===== config.mk =====
export PLATFORM = sky130hd
export DESIGN_NAME = encoder_8x3_pending
export DESIGN_NICKNAME = d
export VERILOG_FILES = /design/src/rtl/encoder_8x3_pending.sv
export SDC_FILE = /design/constraint.sdc
export NUM_CORES = 1
export LEC_CHECK = 0
export CAP_MARGIN = 30
export CELL_PAD_IN_SITES_DETAIL_PLACEMENT = 0
export CELL_PAD_IN_SITES_GLOBAL_PLACEMENT = 1
export CORE_MARGIN = 3
export CORE_UTILIZATION = 42
export CTS_BUF_LIST = sky130_fd_sc_hd__clkbuf_8
export DETAILED_ROUTE_END_ITERATION = 6
export PLACE_DENSITY = 0.95
export REMOVE_ABC_BUFFERS = 1
export SYNTH_ARGS = -nofsm -noshare
export SYNTH_HDL_FRONTEND = slang
export SYNTH_SLANG_ARGS = --single-unit

===== constraint.sdc =====
create_clock -name clk -period 3.4 [get_ports clk]
set_input_delay 0.68 -clock clk [delete_from_list [all_inputs] [get_ports clk]]
set_output_delay 0.68 -clock clk [all_outputs]
set_load 0.01 [all_outputs]

===== src/rtl/encoder_8x3_pending.sv =====
// encoder_8x3_pending
//   Sticky 8-to-3 priority encoder with a valid/ack handshake. It is the return path
//   of the 3x8 one-hot decoder: a rising edge on d(7-k) latches request code k into a
//   pending register. The FSM then presents one pending code at a time on s/valid
//   until the consumer acks it.
//   Code mapping is d7->0 ... d0->7, so encode(decode(s)) == s.
//
// Ports
//   clk       in   single clock, rising edge
//   rst       in   synchronous active-high reset
//   enable    in   1: capture request edges and start presentations
//   d0..d7    in   request lines (0->1 transition = one request)
//   ack       in   consumer accepts s; ignored while valid=0
//   s         out  presented code (registered, frozen while valid=1)
//   valid     out  s holds a pending request awaiting ack
//   overflow  out  one-cycle pulse: request edge on a code already pending
module encoder_8x3_pending #(
    parameter bit PRIO_HIGH = 1'b1  // 1: code 7 (d0) wins, 0: code 0 (d7) wins
) (
    input  logic       clk,
    input  logic       rst,
    input  logic       enable,
    input  logic       d0,
    input  logic       d1,
    input  logic       d2,
    input  logic       d3,
    input  logic       d4,
    input  logic       d5,
    input  logic       d6,
    input  logic       d7,
    input  logic       ack,
    output logic [2:0] s,
    output logic       valid,
    output logic       overflow
);

    localparam logic [0:0] IDLE    = 1'b0;
    localparam logic [0:0] PRESENT = 1'b1;

    logic [7:0] req;
    logic [7:0] edge_det;
    logic [7:0] clr_mask;
    logic [7:0] prev_q,    prev_d;
    logic [7:0] pending_q, pending_d;
    logic [0:0] state_q,   state_d;
    logic [2:0] s_q,       s_d;
    logic       ovf_q,     ovf_d;

    // Request vector in code order: req[k] corresponds to d(7-k).
    assign req      = {d0, d1, d2, d3, d4, d5, d6, d7};
    assign edge_det = req & ~prev_q;

    // Only the presented code can be cleared, and only on an accepted ack.
    assign clr_mask = (ack && state_q == PRESENT) ? (8'b1 << s_q) : 8'b0;

    function automatic logic [2:0] select(input logic [7:0] p);
        select = 3'd0;
        if (PRIO_HIGH) begin
            for (int i = 0; i < 8; i++)
                if (p[i]) select = i[2:0];
        end else begin
            for (int i = 7; i >= 0; i--)
                if (p[i]) select = i[2:0];
        end
    endfunction

    always_comb begin
        prev_d    = req;
        pending_d = pending_q & ~clr_mask;
        ovf_d     = 1'b0;
        state_d   = state_q;
        s_d       = s_q;

        // Applying the set after the clear makes a same-cycle edge on the acked code win.
        if (enable) begin
            pending_d = pending_d | edge_det;
            ovf_d     = |(edge_det & pending_q & ~clr_mask);
        end

        case (state_q)
            IDLE: begin
                // Uses the registered pending, so fresh captures wait one cycle.
                if (enable && pending_q != 8'b0) begin
                    s_d     = select(pending_q);
                    state_d = PRESENT;
                end
            end
            PRESENT: begin
                if (ack) state_d = IDLE;
            end
            default: state_d = IDLE;
        endcase
    end

    always_ff @(posedge clk) begin
        if (rst) begin
            prev_q    <= 8'b0;
            pending_q <= 8'b0;
            state_q   <= IDLE;
            s_q       <= 3'd0;
            ovf_q     <= 1'b0;
        end else begin
            prev_q    <= prev_d;
            pending_q <= pending_d;
            state_q   <= state_d;
            s_q       <= s_d;
            ovf_q     <= ovf_d;
        end
    end

    assign s        = s_q;
    assign valid    = (state_q == PRESENT);
    assign overflow = ovf_q;

endmodule

==> reports/metrics.yaml, run 1 <==
status: "finished clean"
grt_setup_unrepaired: "no"
grt_pass1_wl_um: 3091
first_iter_violations: 2
skew_ns: 0.002472
fp-row-count: 15
cts_max_path_buffers: 2
yosys.area.top_type: "dfxtp_1"
fillers: 157
cts_resized: 0
numCtsBuffers: 3
tns_ns: 0
path_max_fanout: 4
drv_cap: 0
cts_max_level: 1
grt_max_degree: 12
slew_viol_final: 0
worstSetupPathType: "in -> reg"
holdCritPathClass: "reg -> reg"
cpPeakStageDelay_ns: 0.55
die_h_um: 51.77
max-vdd-ir-drop_mv: 0.2880
synth_cell_types: 28
avgViaCountPerCell: 5.293
syn_avg_cell_area_um2: 9.162
yosysSeqAreaShare: 0.4780
routabilityCongestion: 0.9219
areaGrowthSynthToFinish_pct: 26.88
antenna_found_initial: 0
holdBufCountCts: 0
syn_inst: 96
grt_pass1_vias: 700
finalNetCount: 128
worstPathRequired_ns: 3.55
clkSinkCount: 21
report.final.setup_viol: 0
synth-seq-cells: 21
path_clk_slew_ns: 0.07
finalHoldViolations: 0
synth.top_cell.area_share: 0.4780
yosysWarnings: 0
firstDrtPassIters: 2
final_common_cell: "dfxtp_1"
cp_top_family: "compound AO/OA/AOI/OAI gates"
crit_buf_inv: 1
tightest_slew_ns: 0.4506
diodes: 0
numPortBuffers: 16
p_leak_nw: 0.4210
synth_edf_count: 0
gr-total-overflow: 0
period_minus_slack_ns: 2.038
async_flop_share: 0
fin_ws_ns: 1.362
crit_chain: "clkdlybuf4s50_1 -> nand2_2 -> o31ai_1 -> o221ai_1 -> o311a_1"
drc: 0
synth_area_um2: 879.6
final_cell_mix: "dfxtp_1, clkdlybuf4s50_1, a21oi_1"
die_area_um2: 2680
io-pin-count: 17
fmax_mhz: 490.7
grt.total_usage: 0.1584
clock_latency_ns: 0.26
core_um2: 1858
root_buffer: "clkbuf_8"
drt-total-wl_um: 1792
dp_hpwl_um: 1336
synth_flop_cell: "dfxtp_1"
min_period_over_period: 0.5994
cts_tree: "done"
dr_total_vias: 741
endpoint_kind: "flop"
dp.cells: 136
startpoint_type: "input port"
critical_path_arrival_ns: 2.19
power_density_nw_per_um2: 473.1
avgRoutedWirePerCell_um: 12.80
ant_nets: 0
drive_gt1_frac: 0.1391
cp_slowest_cell: "clkdlybuf4s50_1"
yosys-top-cells-area: "dfxtp_1, a21oi_1, nand2b_1"
finalNonFillerCells: 140
post_cts_buffers: 0
slew_headroom: 0.6996
start_util: 0.4734
die_w_um: 51.77
pre_cts_slack_ns: 1.102
==> registers in the layout (all words and copies together) (netlist names) <==
register / cells
overflow: 1
s: 3
prev_q: 8
valid: 1
pending_q: 8
==> cell usage after synthesis, types with 2 or more instances <==
cell and number:
a211oi_1 2, a21oi_1 12, clkbuf_1 2, dfxtp_1 21, inv_1 9, nand2b_1 6
nor2_1 9, nor2b_1 5, nor3_1 2, o21ai_0 2, o31ai_1 2, o32ai_1 2
or2_2 5, or3_1 3
==> worst reg2reg max path, cell delays in order (launching register included) <==
cell	delay, ns
dfxtp_1	0.50
nand3_2	0.15
o31ai_2	0.24
o32a_1	0.17
o221ai_1	0.11
o311a_1	0.29
==> cell families after synthesis <==
group	after synthesis	synth area share
AOI/OAI and AO/OA	30	0.2532
buffers and inverters	11	0.04694
and+or+nand+nor	34	0.2219
DFF	21	0.4779
==> worst paths after layout <==
kind,from,end,slack [ns],cells after the start
min reg2reg,pending_q[2]$_SDFF_PP0_,pending_q[2]$_SDFF_PP0_,0.49,2
max reg2reg,s[2]$_SDFFE_PP0P_,overflow$_SDFF_PP0_,1.83,5
max,ack,overflow$_SDFF_PP0_,1.36,5
min,pending_q[2]$_SDFF_PP0_,pending_q[2]$_SDFF_PP0_,0.49,2
==> metrics by stage <==
stage,area [um2],power (mW),utilization,hold slack [ns]
2_1_floorplan,872.1,0.3347,-,0.4539
3_3_place_gp,1071,0.3768,0.5764,0.4810
3_5_place_dp,1071,0.3786,0.5764,0.4837
4_1_cts,1116,0.5325,0.6007,0.4944
5_1_grt,1116,0.5569,0.6007,0.5210
6_report,1116,0.5280,0.6007,0.4929
==> layout make-up <==
type                            count  area (um2)  share of cell area
Timing Repair Buffer               17       167.7              0.1502
Clock inverter                      1       3.754            0.003363
Sequential cell                    21       420.4              0.3767
Tap cell                           25       31.28             0.02803
Multi-Input combinational cell     64       417.9              0.3744
Clock buffer                        3       41.29             0.03700
Inverter                            9       33.78             0.03027
==> metal layers <==
layer | up-vias | routed length (um) | track usage | part of all wire
li1 | 379 | - | - | -
met1 | 343 | 832 | 0.1886 | 0.46
met2 | 14 | 866 | 0.2648 | 0.48
met4 | 0 | 34 | 0.08297 | 0.019
met5 | - | 0 | 0 | 0
met3 | 5 | 60 | 0.03438 | 0.033
==> where the power goes <==
part / total (mW) / switching [mW] / internal, mW
clock network: 0.155 / 0.0752 / 0.0803
registers: 0.285 / 0.0206 / 0.264
logic: 0.0879 / 0.0399 / 0.0480
(Power assumes the default switching activity.)
==> inputs of run 2 (changes only) <==
CORE_UTILIZATION = 35   (was 42)
PLACE_DENSITY = 0.86   (was 0.95)
clock period = 1.78 ns   (was 3.4 ns; I/O delays follow)
==> reports/metrics.yaml, run 2 (synthesis gave the netlist of run 1 again) <==
clock_latency_ns: 0.26  # about the same
report.final.setup_viol: 0  # unchanged
avgRoutedWirePerCell_um: 14.18  # +11%
fp-row-count: 17  # +2
finalNonFillerCells: 149  # +6.4%
path_clk_slew_ns: 0.08  # about the same
grt_setup_unrepaired: "no"
min_period_over_period: 0.9729
fin_ws_ns: 0.04816  # -1.314 ns
skew_ns: 0.001142  # -0.001330 ns
die_w_um: 56.13  # +8.4%
crit_chain: "clkdlybuf4s50_1 -> nand3_2 -> o31ai_2 -> o32a_1 -> o221ai_1 -> o311a_1"
ant_nets: 0  # unchanged
areaGrowthSynthToFinish_pct: 35.14
drive_gt1_frac: 0.2314  # +0.09227
dp.cells: 145  # +6.6%
holdCritPathClass: "reg -> reg"
finalNetCount: 134  # +4.7%
final_cell_mix: "dfxtp_1, clkdlybuf4s50_1, a21oi_1"
cp_slowest_cell: "clkdlybuf4s50_1"
avgViaCountPerCell: 5.342  # +0.93%
fmax_mhz: 577.4
slew_viol_final: 0  # unchanged
worstSetupPathType: "in -> reg"
diodes: 0  # unchanged
gr-total-overflow: 0  # unchanged
root_buffer: "clkbuf_8"
cts_max_path_buffers: 2  # unchanged
start_util: 0.3829  # -0.09050
die_area_um2: 3151  # +18%
endpoint_kind: "flop"
rr_worst_depth: 4  # -1
max-vdd-ir-drop_mv: 0.5698  # +98%
cpPeakStageDelay_ns: 0.54  # about the same
slew_headroom: 0.7557  # +0.05610
cts_resized: 1  # +1
critical_path_arrival_ns: 1.89  # -0.30 ns
path_max_fanout: 3  # -1
p_leak_nw: 0.4473  # +6.2%
dp_hpwl_um: 1545  # +16%
combPwrFrac: 0.180  # +0.014
final_util: 0.5174  # -0.08324
grt_max_degree: 14  # +2
firstDrtPassIters: 4  # +2
holdBufCountCts: 0  # unchanged
grt_pass1_wl_um: 3415  # +10%
io-pin-count: 17  # unchanged
pwr-share-clk: 0.303  # +0.009
cts_tree: "done"
power_density_nw_per_um2: 894.4  # +89%
drv_cap: 0  # unchanged
numPortBuffers: 16  # unchanged
status: "finished clean"
core_um2: 2297  # +24%
die_h_um: 56.13  # +8.4%
drc: 0  # unchanged
cts_max_level: 1  # unchanged
worstHoldStart: "pending_q[0]$_SDFF_PP0_"
drt-total-wl_um: 2113  # +18%
dr_total_vias: 796  # +7.4%
period_minus_slack_ns: 1.732
hold_ws_ns: 0.4952  # +0.002364 ns
finalHoldViolations: 0  # unchanged
switchingPower_uw: 294.6  # +120%
grt.total_usage: 0.1431  # -0.01534
cp-startpoint: "ack"
numCtsBuffers: 3  # unchanged
clkSinkCount: 21  # unchanged
antenna_found_initial: 0  # unchanged
post_cts_buffers: 0  # unchanged
final_common_cell: "dfxtp_1"
first_iter_violations: 16  # +14
tightest_slew_ns: 0.3634  # -0.08717 ns
routabilityCongestion: 0.7946  # -14%
seq_power_share: 0.517  # -0.022
power.total_mw: 1.063  # +100%
whs_path_depth: 2  # unchanged
grt_pass1_vias: 759  # +8.4%
startpoint_type: "input port"
p_int_uw: 768.5  # +96%
worstPathRequired_ns: 1.94  # -1.61 ns
power.share.switching: 0.2771  # +0.02025
reg2reg_from: "s[1]$_SDFFE_PP0P_"
pre_cts_slack_ns: -0.2860  # -1.388 ns
==> run 2: changes by cell type in the layout (fill, tap and decap cells not counted), sizes merged <==
cell and change:
buf +6, clkinvlp +1, inv -1
==> run 2: stage by stage <==
| stage | setup TNS, ns | area (um2) |
|---|---|---|
| finish | 0 | 1189 |
| global route | 0 | 1189 |
| CTS | 0 | 1176 |
| detailed placement | -0.2860 | 1120 |
| global placement | -0.1819 | 1120 |
| floorplan | 0 | 872.1 |
==> run 2: worst max-delay path, delay by kind of cell <==
kind	cells	cell delay (ns)
simple gates	1	0.12
buf+inv	1	0.54
compound gates	4	0.88
==> run 2: worst paths after layout <==
check,end,slack (ns)
setup / recovery,overflow$_SDFF_PP0_,0.05
hold / removal,pending_q[0]$_SDFF_PP0_,0.50
setup reg to reg,overflow$_SDFF_PP0_,0.17
hold reg to reg,pending_q[0]$_SDFF_PP0_,0.50
==> run 2: routing by layer <==
| layer | wire length (um) | global-route usage |
|---|---|---|
| met1 | 884 | 0.1592 |
| met2 | 1060 | 0.2287 |
| met3 | 116 | 0.05336 |
| met4 | 53 | 0.08814 |
| met5 | 0 | 0 |
==> run 2: power groups by stage <==
stage          clock network, mW  registers [mW]  logic (mW)
6_report                   0.322           0.550       0.191
4_1_cts                    0.330           0.545       0.188
3_3_place_gp                   0           0.554       0.180
3_5_place_dp                   0           0.555       0.186
2_1_floorplan                  0           0.551      0.0884
5_1_grt                    0.355           0.556       0.208
==> run 2: final cells by class <==
| type | count | area (um2) |
|---|---|---|
| flip-flops and latches | 21 | 422.9 |
| multi-input cells | 64 | 435.4 |
| clock inverters | 1 | 7.507 |
| clock buffers | 3 | 41.29 |
| repair buffers | 23 | 212.7 |
| inverters | 9 | 33.78 |
| well taps | 28 | 35.03 |
| fillers | 213 | 1109 |
